$ cat config.mk
export PLATFORM = sky130hd
export DESIGN_NAME = botao_debouncer_flat
export DESIGN_NICKNAME = d
export VERILOG_FILES = /design/src/rtl/botao_pkg.sv /design/src/rtl/botao_debouncer_if.sv /design/src/rtl/sync_2ff.sv /design/src/rtl/botao_debouncer.sv /design/src/flat_wrapper.sv
export SDC_FILE = /design/constraint.sdc
export NUM_CORES = 1
export LEC_CHECK = 0
export CORE_ASPECT_RATIO = 0.6
export CORE_MARGIN = 1.5
export CORE_UTILIZATION = 35
export DETAILED_ROUTE_END_ITERATION = 8
export PLACE_DENSITY_LB_ADDON = 0.1
export SLEW_MARGIN = 10
export SYNTH_ARGS = -nofsm -noshare
export SYNTH_HDL_FRONTEND = slang
export SYNTH_SLANG_ARGS = --single-unit
$ cat constraint.sdc
create_clock -name clock -period 2.7 [get_ports clock]
set_input_delay 0.54 -clock clock [delete_from_list [all_inputs] [get_ports clock]]
set_output_delay 0.54 -clock clock [all_outputs]
set_load 0.01 [all_outputs]
$ cat src/rtl/botao_pkg.sv
// Shared types and default timing constants for the push-button conditioner.
package botao_pkg;

  // Debounce FSM states
  typedef enum logic [2:0] {
    IDLE         = 3'd0,
    PRESS_WAIT   = 3'd1,
    PRESSED      = 3'd2,
    HOLD         = 3'd3,
    RELEASE_WAIT = 3'd4
  } state_t;

  // Defaults for a 50 MHz clock: 20 ms debounce, 0.3 s hold, repeat period
  localparam int DEBOUNCE_CYCLES_DEF = 32'd1000000;
  localparam int HOLD_CYCLES_DEF     = 32'd15000000;
  localparam int REPEAT_CYCLES_DEF   = 32'd5000000;
  localparam int CNT_W_DEF           = 32'd32;

endpackage

$ cat src/rtl/botao_debouncer_if.sv
// Button conditioner bus: raw button in, debounced level and pulses out.
interface botao_debouncer_if;

  logic botao;          // raw button, active-low
  logic pressed;        // debounced level, 1 = held
  logic press_pulse;    // one cycle on accepted press
  logic release_pulse;  // one cycle on accepted release
  logic hold;           // long-press level
  logic repeat_pulse;   // hold entry and periodic auto-repeat

  modport master (
    output botao,
    input  pressed, press_pulse, release_pulse, hold, repeat_pulse
  );

  modport slave (
    input  botao,
    output pressed, press_pulse, release_pulse, hold, repeat_pulse
  );

endinterface

$ cat src/rtl/sync_2ff.sv
// Two-flop synchronizer for a single asynchronous bit, with selectable reset value.
module sync_2ff #(
  parameter logic RST_VAL = 1'b0
) (
  input  logic clock,
  input  logic reset,
  input  logic d,
  output logic q
);

  logic s1_r;
  logic s2_r;

  // Metastability filter: two back-to-back flops
  always_ff @(posedge clock) begin
    if (reset) begin
      s1_r <= RST_VAL;
      s2_r <= RST_VAL;
    end else begin
      s1_r <= d;
      s2_r <= s1_r;
    end
  end

  assign q = s2_r;

endmodule

$ cat src/rtl/botao_debouncer.sv
// Push-button conditioner: synchronizer, counter-based debounce FSM,
// registered level output plus press/release/auto-repeat pulses.
module botao_debouncer
  import botao_pkg::*;
#(
  parameter int DEBOUNCE_CYCLES = DEBOUNCE_CYCLES_DEF,
  parameter int HOLD_CYCLES     = HOLD_CYCLES_DEF,
  parameter int REPEAT_CYCLES   = REPEAT_CYCLES_DEF,
  parameter int CNT_W           = CNT_W_DEF
) (
  input  logic               clock,
  input  logic               reset,
  botao_debouncer_if.slave   bus
);

  // Terminal counts; the counter is cleared on every terminal count so it never wraps
  localparam logic [CNT_W-1:0] DEB_LAST_C  = CNT_W'(DEBOUNCE_CYCLES - 1);
  localparam logic [CNT_W-1:0] HOLD_LAST_C = CNT_W'(HOLD_CYCLES - 1);
  localparam logic [CNT_W-1:0] REP_LAST_C  = CNT_W'(REPEAT_CYCLES - 1);
  localparam logic [CNT_W-1:0] CNT_ZERO_C  = {CNT_W{1'b0}};
  localparam logic [CNT_W-1:0] CNT_ONE_C   = CNT_W'(1);

  logic             sync_q_s;
  logic             b_s;
  state_t           state_r, state_nxt_s;
  logic [CNT_W-1:0] cnt_r, cnt_nxt_s;
  logic             from_hold_r, from_hold_nxt_s;
  logic             pressed_r, press_pulse_r, release_pulse_r, hold_r, repeat_pulse_r;
  logic             pressed_nxt_s, press_pulse_nxt_s, release_pulse_nxt_s;
  logic             hold_nxt_s, repeat_pulse_nxt_s;

  // Idle level of the button is high, so the synchronizer resets to 1
  sync_2ff #(.RST_VAL(1'b1)) u_sync (
    .clock (clock),
    .reset (reset),
    .d     (bus.botao),
    .q     (sync_q_s)
  );

  assign b_s = ~sync_q_s;

  // State, counter and origin-flag register
  always_ff @(posedge clock) begin
    if (reset) begin
      state_r     <= IDLE;
      cnt_r       <= CNT_ZERO_C;
      from_hold_r <= 1'b0;
    end else begin
      state_r     <= state_nxt_s;
      cnt_r       <= cnt_nxt_s;
      from_hold_r <= from_hold_nxt_s;
    end
  end

  // Next-state, counter and release-origin logic
  always_comb begin
    state_nxt_s     = state_r;
    cnt_nxt_s       = cnt_r;
    from_hold_nxt_s = from_hold_r;
    case (state_r)
      IDLE: begin
        cnt_nxt_s = CNT_ZERO_C;
        if (b_s) begin
          state_nxt_s = PRESS_WAIT;
        end else begin
          state_nxt_s = IDLE;
        end
      end
      PRESS_WAIT: begin
        if (!b_s) begin
          state_nxt_s = IDLE;
          cnt_nxt_s   = CNT_ZERO_C;
        end else if (cnt_r == DEB_LAST_C) begin
          state_nxt_s = PRESSED;
          cnt_nxt_s   = CNT_ZERO_C;
        end else begin
          cnt_nxt_s   = cnt_r + CNT_ONE_C;
        end
      end
      PRESSED: begin
        if (!b_s) begin
          state_nxt_s     = RELEASE_WAIT;
          cnt_nxt_s       = CNT_ZERO_C;
          from_hold_nxt_s = 1'b0;
        end else if (cnt_r == HOLD_LAST_C) begin
          state_nxt_s = HOLD;
          cnt_nxt_s   = CNT_ZERO_C;
        end else begin
          cnt_nxt_s   = cnt_r + CNT_ONE_C;
        end
      end
      HOLD: begin
        if (!b_s) begin
          state_nxt_s     = RELEASE_WAIT;
          cnt_nxt_s       = CNT_ZERO_C;
          from_hold_nxt_s = 1'b1;
        end else if (cnt_r == REP_LAST_C) begin
          cnt_nxt_s = CNT_ZERO_C;
        end else begin
          cnt_nxt_s = cnt_r + CNT_ONE_C;
        end
      end
      RELEASE_WAIT: begin
        if (b_s) begin
          // Bounce on release: resume where we came from with a fresh timer
          state_nxt_s = from_hold_r ? HOLD : PRESSED;
          cnt_nxt_s   = CNT_ZERO_C;
        end else if (cnt_r == DEB_LAST_C) begin
          state_nxt_s     = IDLE;
          cnt_nxt_s       = CNT_ZERO_C;
          from_hold_nxt_s = 1'b0;
        end else begin
          cnt_nxt_s = cnt_r + CNT_ONE_C;
        end
      end
      default: begin
        state_nxt_s     = IDLE;
        cnt_nxt_s       = CNT_ZERO_C;
        from_hold_nxt_s = 1'b0;
      end
    endcase
  end

  // Output decode: levels follow the next state, pulses mark transitions
  always_comb begin
    pressed_nxt_s = 1'b0;
    hold_nxt_s    = 1'b0;
    case (state_nxt_s)
      IDLE:         begin pressed_nxt_s = 1'b0; hold_nxt_s = 1'b0;            end
      PRESS_WAIT:   begin pressed_nxt_s = 1'b0; hold_nxt_s = 1'b0;            end
      PRESSED:      begin pressed_nxt_s = 1'b1; hold_nxt_s = 1'b0;            end
      HOLD:         begin pressed_nxt_s = 1'b1; hold_nxt_s = 1'b1;            end
      RELEASE_WAIT: begin pressed_nxt_s = 1'b1; hold_nxt_s = from_hold_nxt_s; end
      default:      begin pressed_nxt_s = 1'b0; hold_nxt_s = 1'b0;            end
    endcase
    press_pulse_nxt_s   = (state_r == PRESS_WAIT)   && (state_nxt_s == PRESSED);
    release_pulse_nxt_s = (state_r == RELEASE_WAIT) && (state_nxt_s == IDLE);
    repeat_pulse_nxt_s  = ((state_r == PRESSED) && (state_nxt_s == HOLD)) ||
                          ((state_r == HOLD) && b_s && (cnt_r == REP_LAST_C));
  end

  // Output registers
  always_ff @(posedge clock) begin
    if (reset) begin
      pressed_r       <= 1'b0;
      press_pulse_r   <= 1'b0;
      release_pulse_r <= 1'b0;
      hold_r          <= 1'b0;
      repeat_pulse_r  <= 1'b0;
    end else begin
      pressed_r       <= pressed_nxt_s;
      press_pulse_r   <= press_pulse_nxt_s;
      release_pulse_r <= release_pulse_nxt_s;
      hold_r          <= hold_nxt_s;
      repeat_pulse_r  <= repeat_pulse_nxt_s;
    end
  end

  assign bus.pressed       = pressed_r;
  assign bus.press_pulse   = press_pulse_r;
  assign bus.release_pulse = release_pulse_r;
  assign bus.hold          = hold_r;
  assign bus.repeat_pulse  = repeat_pulse_r;

endmodule

$ cat src/flat_wrapper.sv
// flat-port wrapper written by rule: the top's interface ports become plain ports
module botao_debouncer_flat import botao_pkg::*;
#(
  parameter int DEBOUNCE_CYCLES = DEBOUNCE_CYCLES_DEF,
  parameter int HOLD_CYCLES     = HOLD_CYCLES_DEF,
  parameter int REPEAT_CYCLES   = REPEAT_CYCLES_DEF,
  parameter int CNT_W           = CNT_W_DEF
)
  (clock, reset, bus_botao, bus_pressed, bus_press_pulse, bus_release_pulse, bus_hold, bus_repeat_pulse);
  botao_debouncer_if bus_i ();
  input  logic clock;
  input  logic reset;
  input wire logic [$bits(bus_i.botao)-1:0] bus_botao;
  output wire logic [$bits(bus_i.pressed)-1:0] bus_pressed;
  output wire logic [$bits(bus_i.press_pulse)-1:0] bus_press_pulse;
  output wire logic [$bits(bus_i.release_pulse)-1:0] bus_release_pulse;
  output wire logic [$bits(bus_i.hold)-1:0] bus_hold;
  output wire logic [$bits(bus_i.repeat_pulse)-1:0] bus_repeat_pulse;
  assign bus_i.botao = bus_botao;
  assign bus_pressed = bus_i.pressed;
  assign bus_press_pulse = bus_i.press_pulse;
  assign bus_release_pulse = bus_i.release_pulse;
  assign bus_hold = bus_i.hold;
  assign bus_repeat_pulse = bus_i.repeat_pulse;
  botao_debouncer #(.DEBOUNCE_CYCLES(DEBOUNCE_CYCLES), .HOLD_CYCLES(HOLD_CYCLES), .REPEAT_CYCLES(REPEAT_CYCLES), .CNT_W(CNT_W)) u_core (.clock(clock), .reset(reset), .bus(bus_i));
endmodule
==> impl_metrics.ini <==
[global_route]
grt_pass1_vias = 1543
antenna_found_initial = 0
grt_pass1_wl_um = 8330
grt_max_degree = 33
grt_overflow = 0
grt_use_total_pct = 15.4

[yosys]
synthTopCellsByCount = 43 x dfxtp_1, 30 x a21oi_2, 23 x xnor2_1, 18 x nand2_1, 15 x nor3_1
synth-seq-cells = 43
synth_nets = 247
synthDistinctLibCells = 43
synth.cell_area_um2 = 2270
yosys-top-cells-area = dfxtp_1 38%, a21oi_2 12%, xnor2_1 8.9%
yosysWarnings = 0
ys_seq_area_share_pct = 37.8
yosysMostFrequentCell = dfxtp_1
synthCells = 243
syn_avg_cell_area_um2 = 9.36
synth.top_cell.area_share_pct = 37.8
synth_top_area_cell = dfxtp_1
synth-edff-count = 0
synth_flop_cell = dfxtp_1
ys_async_sr_fraction_pct = 0

[route]
vias = 1702
routed_via_density = 5.10
dr.first_iter.drc_count = 72
first_pass_iters = 5
routedWlPerCell_um = 14.8
antenna_left = 0
drt_wl_total_um = 4940
drc = 0

[timing]
fmax_ghz = 0.451
rsz0062_at_grt = false
timing.final.crit_share_pct = 82.0
min_period_ns = 2.21
finClkSkew_ns = 0.00546
tightestPinTransition_ns = 0.396
slew_violations = 0
relSlewSlack_pct = 73.3
finalSetupTns_ns = 0
setup_viol = 0
whs_ns = 0.416
hold_viol_final = 0

[clock_tree]
cts-buffers-inserted = 5
clock-sinks = 43
clk_latency_ns = 0.29
cts_setup_buffers = 0
cts_tree = built
cts_hold_buf = 0
clockBufferDepth = 2
clockRootBuffer = clkbuf_8
ctsHtreeMaxLevel = 2
cts_resized = 0
clk_pin_slew_worst_paths_ns = 0.08

[critical_path]
ff2ff_path_depth = 6
worstSetupEndpointType = flop
ff2ff_setup_slack_ns = 0.49
required_ns = 2.88
r2r_end = u_core.cnt_r[29]
path_class = flop to flop
worstPathMaxFanout = 14
critPathLaunchType = flop
critPathArrivalTime_ns = 2.40
r2r-start = u_core.cnt_r[0]

[cells_and_area]
diodes = 0
num-fill-cells = 615
fin_util_pct = 40.3
final_nets = 253
postLayoutCellArea_um2 = 2500
layout.cells.non_filler = 334
drive_above_1_share_pct = 22.4
area_delta_synth_final_pct = 9.85

[die]
die_w_um = 107
ioPinCount = 8
num_rows = 22
core_area_um2 = 6190
fp.dieH_um = 65.4
die-area_um2 = 7010
initial_core_util_pct = 36.7

[worst_hold_path]
hold_class = flop to flop
min_from = u_core.u_sync.s1_r
hold_depth = 1
min_to = u_core.u_sync.q

[placement]
io_buffers = 7
placed_cell_area_um2 = 2410
gp_congestion = 0.790
dp.cells = 326
place_hpwl_um = 3570

[power_and_ir_drop]
peakVddDrop_v = 0.000189
p_leak_nw = 0.682
p_per_area_nw_per_um2 = 425

[status]
outcome = completed

[run]
cap_violations = 0
report_power, final:
part	leakage, nW	internal (mW)	switching [mW]
clock	0.0412	0.181	0.224
sequential	0.347	0.637	0.00393
combinational	0.294	0.00788	0.00821
critical path, stage by stage, from the launching register on:
cell and delay, ns:
dfxtp_1 0.39, ha_1 0.42, nand4_4 0.15, or3_1 0.52, nand3_4 0.31, buf_4 0.23, a21oi_2 0.06
worst max path at each step:
| stage | start | end | slack, ns | depth (start not counted) |
|---|---|---|---|---|
| floorplan | u_core.cnt_r[0] | u_core.cnt_r[0] | 0.82 | 8 |
| global route | u_core.cnt_r[12] | u_core.cnt_r[31] | 0.35 | 6 |
| global placement | u_core.cnt_r[0] | u_core.cnt_r[31] | 0.50 | 6 |
| detailed placement | u_core.cnt_r[0] | u_core.cnt_r[29] | 0.51 | 6 |
| finish | u_core.cnt_r[0] | u_core.cnt_r[29] | 0.49 | 6 |
| CTS | u_core.cnt_r[0] | u_core.cnt_r[29] | 0.49 | 6 |
cell usage in the layout, fill, tap and decap left out, types with 4 or more instances in the layout:
| master | instances |
|---|---|
| nor2b_1 | 5 |
| clkdlybuf4s50_1 | 7 |
| nand3_1 | 11 |
| nor4_2 | 4 |
| xor2_1 | 7 |
| a21oi_1 | 4 |
| and2_1 | 5 |
| clkbuf_8 | 5 |
| nand2_1 | 18 |
| buf_4 | 5 |
| and4_1 | 4 |
| xnor2_1 | 23 |
| inv_1 | 4 |
| nand4_1 | 10 |
| a21oi_2 | 30 |
| nor3_1 | 15 |
| dfxtp_1 | 43 |
| nor2_1 | 13 |
| nor4_1 | 6 |
routing by layer:
metal	wire length (um)	up-vias	global-route usage, %
met4	13	0	2.50
met3	128	2	3.97
met1	3120	800	25.5
met5	0	-	0
li1	-	874	-
met2	1680	26	18.9
flip-flops by register name (all words and copies together), names as in the netlist:
| register | count |
|---|---|
| u_core.from_hold_r | 1 |
| u_core.u_sync.s1_r | 1 |
| u_core.state_r | 3 |
| u_core.bus.repeat_pulse | 1 |
| u_core.u_sync.q | 1 |
| u_core.bus.release_pulse | 1 |
| u_core.bus.press_pulse | 1 |
| u_core.bus.pressed | 1 |
| u_core.bus.hold | 1 |
| u_core.cnt_r | 32 |
kinds of logic after synthesis:
| kind of cell | count (synthesis) | synth area share [%] |
|---|---|---|
| simple gates | 107 | 28.7 |
| xor+xnor | 30 | 11.6 |
| flops | 43 | 37.8 |
| compound gates | 43 | 15.2 |
| buf+inv | 19 | 6.16 |
| fa+ha+maj | 1 | 0.550 |
cell type report:
cell class | count | area (um^2) | area share (%)
well taps | 84 | 105 | 4.21
inverters | 4 | 15.0 | 0.601
clock buffers | 6 | 72.6 | 2.90
clock inverters | 2 | 12.5 | 0.501
repair buffers | 14 | 148 | 5.91
flip-flops and latches | 43 | 861 | 34.5
multi-input cells | 181 | 1280 | 51.4
metrics by stage:
step | worst slack [ns] | power, mW
after floorplan | 0.820 | 0.665
after global placement | 0.498 | 0.672
after detailed placement | 0.506 | 0.671
after CTS | 0.493 | 1.07
after global routing | 0.346 | 1.11
final | 0.485 | 1.06
Power figures use the tool's default switching activity.
